===== src/rtl/booth_dot_acc_if.sv =====
// Handshake bundle between the Booth multiplier stream and the dot-product accumulator.
// The master drives products and consumes results; the slave is the accumulator.
interface booth_dot_acc_if #(
    parameter int unsigned PROD_W = 8,
    parameter int unsigned ACC_W  = 12
) ();
    logic              in_valid;
    logic              in_ready;
    logic [PROD_W-1:0] prod;
    logic              in_last;
    logic              out_valid;
    logic              out_ready;
    logic [ACC_W-1:0]  acc_out;
    logic              sat;
    logic [7:0]        terms;

    modport master (
        output in_valid, prod, in_last, out_ready,
        input  in_ready, out_valid, acc_out, sat, terms
    );

    modport slave (
        input  in_valid, prod, in_last, out_ready,
        output in_ready, out_valid, acc_out, sat, terms
    );
endinterface


===== src/rtl/booth_dot_acc.sv =====
// Saturating signed dot-product accumulator: sums up to N_TERMS products per frame
// and hands the frame result downstream over valid/ready.
module booth_dot_acc #(
    parameter int unsigned PROD_W  = 8,
    parameter int unsigned ACC_W   = 12,
    parameter int unsigned N_TERMS = 4
) (
    input logic            clk,
    input logic            rst_n,
    input logic            clear,
    booth_dot_acc_if.slave bus
);
    typedef enum logic [0:0] {StAcc, StDone} state_e;

    localparam logic [ACC_W-1:0] AccMax  = {1'b0, {(ACC_W-1){1'b1}}};
    localparam logic [ACC_W-1:0] AccMin  = {1'b1, {(ACC_W-1){1'b0}}};
    localparam logic [7:0]       LastCnt = 8'(N_TERMS - 1);

    state_e             state_q, state_d;
    logic [ACC_W-1:0]   acc_q, acc_d;
    logic [7:0]         cnt_q, cnt_d;
    logic               sat_q, sat_d;
    logic               accept;
    logic               close;
    logic [ACC_W:0]     sum_wide;
    logic               ovf;
    logic [ACC_W-1:0]   acc_sum;

    assign bus.in_ready  = rst_n & ~clear & (state_q == StAcc);
    assign bus.out_valid = (state_q == StDone);
    assign bus.acc_out   = acc_q;
    assign bus.sat       = sat_q;
    assign bus.terms     = cnt_q;

    assign accept = bus.in_valid & bus.in_ready;
    assign close  = accept & (bus.in_last | (cnt_q == LastCnt));

    // One guard bit makes the exact sum representable; sign bits disagreeing means overflow.
    always_comb begin
        sum_wide = {acc_q[ACC_W-1], acc_q}
                 + {{(ACC_W + 1 - PROD_W){bus.prod[PROD_W-1]}}, bus.prod};
        ovf      = sum_wide[ACC_W] ^ sum_wide[ACC_W-1];
        acc_sum  = ovf ? (sum_wide[ACC_W] ? AccMin : AccMax) : sum_wide[ACC_W-1:0];
    end

    always_comb begin
        state_d = state_q;
        acc_d   = acc_q;
        cnt_d   = cnt_q;
        sat_d   = sat_q;
        if (clear) begin
            state_d = StAcc;
            acc_d   = '0;
            cnt_d   = '0;
            sat_d   = 1'b0;
        end else if (state_q == StDone) begin
            if (bus.out_ready) begin
                state_d = StAcc;
                acc_d   = '0;
                cnt_d   = '0;
                sat_d   = 1'b0;
            end
        end else if (accept) begin
            acc_d = acc_sum;
            cnt_d = cnt_q + 8'd1;
            sat_d = sat_q | ovf;
            if (close) begin
                state_d = StDone;
            end
        end
    end

    always_ff @(posedge clk) begin
        if (!rst_n) begin
            state_q <= StAcc;
            acc_q   <= '0;
            cnt_q   <= '0;
            sat_q   <= 1'b0;
        end else begin
            state_q <= state_d;
            acc_q   <= acc_d;
            cnt_q   <= cnt_d;
            sat_q   <= sat_d;
        end
    end
endmodule


===== src/flat_wrapper.sv =====
// flat-port wrapper written by rule: the top's interface ports become plain ports
module booth_dot_acc_flat 
#(
    parameter int unsigned PROD_W  = 8,
    parameter int unsigned ACC_W   = 12,
    parameter int unsigned N_TERMS = 4
)
  (clk, rst_n, clear, bus_in_valid, bus_prod, bus_in_last, bus_out_ready, bus_in_ready, bus_out_valid, bus_acc_out, bus_sat, bus_terms);
  booth_dot_acc_if #(.PROD_W(PROD_W), .ACC_W(ACC_W)) bus_i ();
  input logic clk;
  input logic rst_n;
  input logic clear;
  input wire logic [$bits(bus_i.in_valid)-1:0] bus_in_valid;
  input wire logic [$bits(bus_i.prod)-1:0] bus_prod;
  input wire logic [$bits(bus_i.in_last)-1:0] bus_in_last;
  input wire logic [$bits(bus_i.out_ready)-1:0] bus_out_ready;
  output wire logic [$bits(bus_i.in_ready)-1:0] bus_in_ready;
  output wire logic [$bits(bus_i.out_valid)-1:0] bus_out_valid;
  output wire logic [$bits(bus_i.acc_out)-1:0] bus_acc_out;
  output wire logic [$bits(bus_i.sat)-1:0] bus_sat;
  output wire logic [$bits(bus_i.terms)-1:0] bus_terms;
  assign bus_i.in_valid = bus_in_valid;
  assign bus_i.prod = bus_prod;
  assign bus_i.in_last = bus_in_last;
  assign bus_i.out_ready = bus_out_ready;
  assign bus_in_ready = bus_i.in_ready;
  assign bus_out_valid = bus_i.out_valid;
  assign bus_acc_out = bus_i.acc_out;
  assign bus_sat = bus_i.sat;
  assign bus_terms = bus_i.terms;
  booth_dot_acc #(.PROD_W(PROD_W), .ACC_W(ACC_W), .N_TERMS(N_TERMS)) u_core (.clk(clk), .rst_n(rst_n), .clear(clear), .bus(bus_i));
endmodule

===== config.mk =====
export PLATFORM = sky130hd
export DESIGN_NAME = booth_dot_acc_flat
export DESIGN_NICKNAME = d
export VERILOG_FILES = /design/src/rtl/booth_dot_acc_if.sv /design/src/rtl/booth_dot_acc.sv /design/src/flat_wrapper.sv
export SDC_FILE = /design/constraint.sdc
export NUM_CORES = 1
export LEC_CHECK = 0
export CAP_MARGIN = 20
export CORE_ASPECT_RATIO = 0.8
export CORE_MARGIN = 3
export CORE_UTILIZATION = 45
export CTS_CLUSTER_DIAMETER = 120
export DETAILED_ROUTE_END_ITERATION = 8
export PLACE_DENSITY_LB_ADDON = 0.12
export SLEW_MARGIN = 5
export SYNTH_ARGS = -nofsm -noshare
export SYNTH_HDL_FRONTEND = slang
export SYNTH_SLANG_ARGS = --single-unit

===== constraint.sdc =====
create_clock -name clk -period 2.9 [get_ports clk]
set_input_delay 0.435 -clock clk [delete_from_list [all_inputs] [get_ports clk]]
set_output_delay 0.435 -clock clk [all_outputs]
set_load 0.05 [all_outputs]

* After elaboration in Yosys (flattened, before gate mapping)
Cells that the tools add are included.
** Storage, ports and cells
- Output and inout bits :: 23
- Word-level logic and storage cells :: 36
- Register bits after elaboration :: 22
- Input bits :: 14
** Operators by class
- Mux-type cells :: 15
- $add $sub $neg :: 2
- Reduce and logical (&&, ||, !) cells :: 3
- Equal/unequal tests :: 2
- Bitwise gates (word level) :: 10
** Operators with widths (count)
- 12-bit two-way mux :: 5
- 8-bit two-way mux :: 3
- 12-bit by 8-bit adder with 13-bit output :: 1
- 8-bit by 1-bit adder with 8-bit output, second input constant :: 1
- 8-bit by 2-bit == test with 1-bit output, second input constant :: 1
- 1-bit two-way mux :: 7
- 1-bit bitwise AND :: 4
- 1-bit inverter :: 3
- 2-bit inequality test, second input constant :: 1
- 1-bit bitwise OR :: 2
- 2-bit AND reduction :: 1
- 2-bit nonzero test :: 1
- 2-bit OR reduction :: 1
- 1-bit bitwise XOR :: 1

* Depth between registers and ports, before layout
- Depth after elaboration :: 8
- Gate-level depth with buffers :: 9
- Gate-level depth less buffers :: 9

* Worst setup path before layout
OpenSTA, ideal clock, no wires.
- Kind :: reg2reg
- Start point :: reg u_core.acc_q[0], in the netlist u_core.bus.acc_out[0]
- End point :: reg u_core.acc_q[8], in the netlist u_core.bus.acc_out[8]
- Data arrival time :: 2.694 ns
- Setup time :: 0.117 ns
- Period minus slack after synthesis :: 2.811 ns
- Setup slack :: 0.089 ns
- Data required time :: 2.783 ns
- Path buffers :: 0
- Cell stages (with the launch flop) :: 10
- Cells stage by stage :: dfxtp_1 ha_1 fa_1 a211oi_2 o21ai_2 a211oi_2 nor2_1 or2_0 maj3_1 a32o_1
** On the way
- Cells in the longest elaborated chain, start to end :: 5
- Elaborated cells between the ends (all ways) :: 6
- Classes of those cells :: add/sub: 1; mux: 4; bitwise: 1
** Ends and longest elaborated chain
- start, declared :: line booth_dot_acc.sv:20 : logic [ACC_W-1:0] acc_q, acc_d;
- start signal, assigned :: line booth_dot_acc.sv:76 : acc_q <= '0;
- start signal, assigned :: line booth_dot_acc.sv:81 : acc_q <= acc_d;
- 12-bit by 8-bit adder with 13-bit output (*) :: line booth_dot_acc.sv:41 : + {{(ACC_W + 1 - PROD_W){bus.prod[PROD_W-1]}}, bus.prod};
- 12-bit two-way mux or 1-bit bitwise XOR (tied branches) :: line booth_dot_acc.sv:43, booth_dot_acc.sv:42
- 12-bit two-way mux (*) :: line booth_dot_acc.sv:43 : acc_sum = ovf ? (sum_wide[ACC_W] ? AccMin : AccMax) : sum_wide[ACC_W-1:0];
- 12-bit two-way mux (*) :: line booth_dot_acc.sv:63 : end else if (accept) begin
- 12-bit two-way mux (*) :: line booth_dot_acc.sv:56 : end else if (state_q == StDone) begin
Mark *: on every way between the ends. The rest lies on a longest branch, timed or not. The select of a mux whose other input is x is not followed.
A chain may end at the register's enable or synchronous reset.

* Worst setup path in the final report
- Start point :: in bus_prod[7]
- End point :: reg u_core.acc_q[2], in the netlist u_core.bus.acc_out[2]
** On the way
- Cells in the longest elaborated chain, start to end :: 5
- Elaborated cells between the ends (all ways) :: 6
- Classes of those cells :: add/sub: 1; mux: 4; bitwise: 1
** Ends and longest elaborated chain
- start, declared :: line flat_wrapper.sv:14 : input wire logic [$bits(bus_i.prod)-1:0] bus_prod;
- 12-bit by 8-bit adder with 13-bit output (*) :: line booth_dot_acc.sv:41
- 12-bit two-way mux or 1-bit bitwise XOR (tied branches) :: line booth_dot_acc.sv:43, booth_dot_acc.sv:42
- 12-bit two-way mux (*) :: line booth_dot_acc.sv:43
- 12-bit two-way mux (*) :: line booth_dot_acc.sv:63
- 12-bit two-way mux (*) :: line booth_dot_acc.sv:56
Marks and branches as above.

==> metrics.yaml <==
die_x_um: 71.8
ctsLongestPathBuffers: 2
slew_headroom: 0.633
cp_slowest_cell: "clkdlybuf4s50_1"
worstSetupStartpointType: "input port"
hold_class: "flip-flop to flip-flop"
synth_nets: 226
drc_errors: 0
p_leak_nw: 0.879
stdcell_count: 295
grt_first_pass_wirelength_um: 7250
dp_hpwl_um: 3410
crit_type: "input port to flip-flop"
io_pins: 37
skew_ps: 6.34
synth_edf_count: 0
crit_chain: "clkdlybuf4s50_1, ha_2, buf_4, nand2_1, o41a_1, buf_4, nor3_4, o21ai_1, a211oi_1"
max_stage_delay_ps: 520
path_common_cell: "buf_4"
ys_async_sr_fraction: 0
synth_area_um2: 1560
power.density_nw_per_um2: 385
ys_seq_area_frac: 0.283
period_share: 0.948
die_y_um: 58.6
htreeDepth: 1
cp.arrival_ps: 2930
antenna_cells: 0
insertion_delay_ps: 260
finalSetupViolCount: 0
synth.most_common_cell: "nor2_1"
ys_top_cells_by_area: "dfxtp_1 28%, ha_1 10%, nor2_1 8.0%"
fin_setup_tns_ps: 0
drtIter0Drc: 69
track_usage: 0.212
worst_pin_slew_ps: 550
drtAntennaViolNets: 0
cts.sink_count: 22
synth_top_cell_by_area: "dfxtp_1"
port_buffers: 36
syn-mean-instance-area_um2: 7.86
worstPathMaxFanout: 8
tritoncts: "built"
ir_worst_vdd_uv: 458
grt_pass1_vias: 1540
wl_per_cell_um: 14.6
drive_gt1_frac: 0.149
hold_viol_final: 0
syn2layout_area_growth_pct: 39.8
die-area_um2: 4210
vias: 1692
slew_violations: 0
antenna_found_initial: 0
period_needed_ps: 2750
cts_root_buffer: "clkbuf_8"
fmax_mhz: 364
nNetsFinal: 285
globalplace.congestion: 0.881
synthCells: 198
ys.flop_type: "dfxtp_1"
initial_utilization: 0.487
synth_warnings: 0
synth_top_cell_area_share: 0.283
hold_ws_ps: 447
rsz0062_at_grt: "yes"
end_kind: "flip-flop"
viasPerCell: 5.74
status: "finished, final reports clean"
placed_cells: 289
firstDrtPassIters: 4
cap_violations: 0
ys_seq_elements: 22
row_count: 18
clk_pin_slew_worst_paths_ps: 80
overflow: 0
cts_made_buffers: 3
core_um2: 3200
synth_common_cells: "33 x nor2_1, 22 x dfxtp_1, 18 x a21oi_1"
wl_um: 4310
grt_start_max_net_pins: 12
yosysUniqueCellTypes: 46
cp.required_ps: 3080
[registers in the layout (all words and copies together) (netlist names)]
signal	cells
u_core.bus.acc_out	12
u_core.bus.out_valid	1
u_core.bus.sat	1
u_core.bus.terms	8
[metal layers]
| metal | GRT usage | wire length, µm | vias to the layer above |
|---|---|---|---|
| li1 | - | - | 856 |
| met1 | 0.306 | 2070 | 781 |
| met2 | 0.332 | 1920 | 51 |
| met3 | 0.0410 | 278 | 4 |
| met4 | 0.0402 | 31 | 0 |
| met5 | 0 | 0 | - |
[path summary, 6_finish.rpt]
kind	startpoint	end	slack, ps	cells past startpoint
setup / recovery	bus_prod[7]	u_core.bus.acc_out[2]	150	9
hold / removal	u_core.bus.sat	u_core.bus.sat	450	2
setup reg to reg	u_core.bus.acc_out[0]	u_core.bus.acc_out[8]	270	9
hold reg to reg	u_core.bus.sat	u_core.bus.sat	450	2
[kinds of logic (layout without fill, tap and decap cells)]
| group | Yosys count | after routing | synth area share |
|---|---|---|---|
| multiplexers | 1 | 1 | 0.00643 |
| AO/OA/AOI/OAI | 64 | 64 | 0.274 |
| XOR/XNOR | 9 | 9 | 0.0506 |
| flip-flops | 22 | 22 | 0.283 |
| adder cells (fa/ha/maj) | 15 | 15 | 0.124 |
| AND/OR/NAND/NOR | 78 | 78 | 0.240 |
| buffers and inverters | 9 | 66 | 0.0225 |
[worst max-delay path, delay by kind of cell]
family | cells | cell delay (ps)
adders and majority gates | 1 | 460
buffers and inverters | 3 | 840
and+or+nand+nor | 2 | 360
AOI/OAI and AO/OA | 3 | 850
[through the flow]
stage	area [µm²]	util	power, mW	setup WS (ps)
6_report	2180	0.680	0.837	151
5_1_grt	2180	0.680	0.883	-31.8
4_1_cts	2140	0.668	0.827	32.0
3_5_place_dp	2090	0.655	0.642	-319
3_3_place_gp	2090	0.655	0.635	-255
2_1_floorplan	1560	-	0.528	88.6
[power by group]
part           switching, mW  internal, mW  total [mW]
Clock                 0.0945        0.0927       0.187
Combinational          0.182         0.143       0.324
Sequential            0.0123         0.313       0.325
[layout make-up]
cell class                 count  area (µm²)
sequential                    22         440
tap                           40        50.0
clock buffer                   3        41.3
fill                         270        1020
inverter                       4        15.0
multi-input combinational    167        1100
timing repair buffer          59         533
[cells in the final DEF (no fill, tap or decap), types with 3 or more instances in the layout]
cell type,Yosys,final
nand2_1,13,13
xor2_1,6,6
nand3_1,5,5
clkbuf_8,0,3
nor2_1,33,33
nand2b_1,4,4
xnor2_1,3,3
a211oi_1,6,6
o21ai_1,4,3
ha_1,13,11
o21ai_0,10,10
a21oi_1,18,17
inv_1,4,4
nor3_1,8,8
clkdlybuf4s50_1,0,34
buf_4,0,24
nor2b_1,4,4
dfxtp_1,22,22
[what timing repair did]
| action | in CTS | in global routing |
|---|---|---|
| setup buffers | 0 | 3 |
| gates resized for setup | 0 | 8 |
| endpoints found under the setup margin | 1 | 12 |
| hold buffers | 0 | 0 |
| pin swaps | 2 | 7 |
Power figures use the tool's default switching activity.
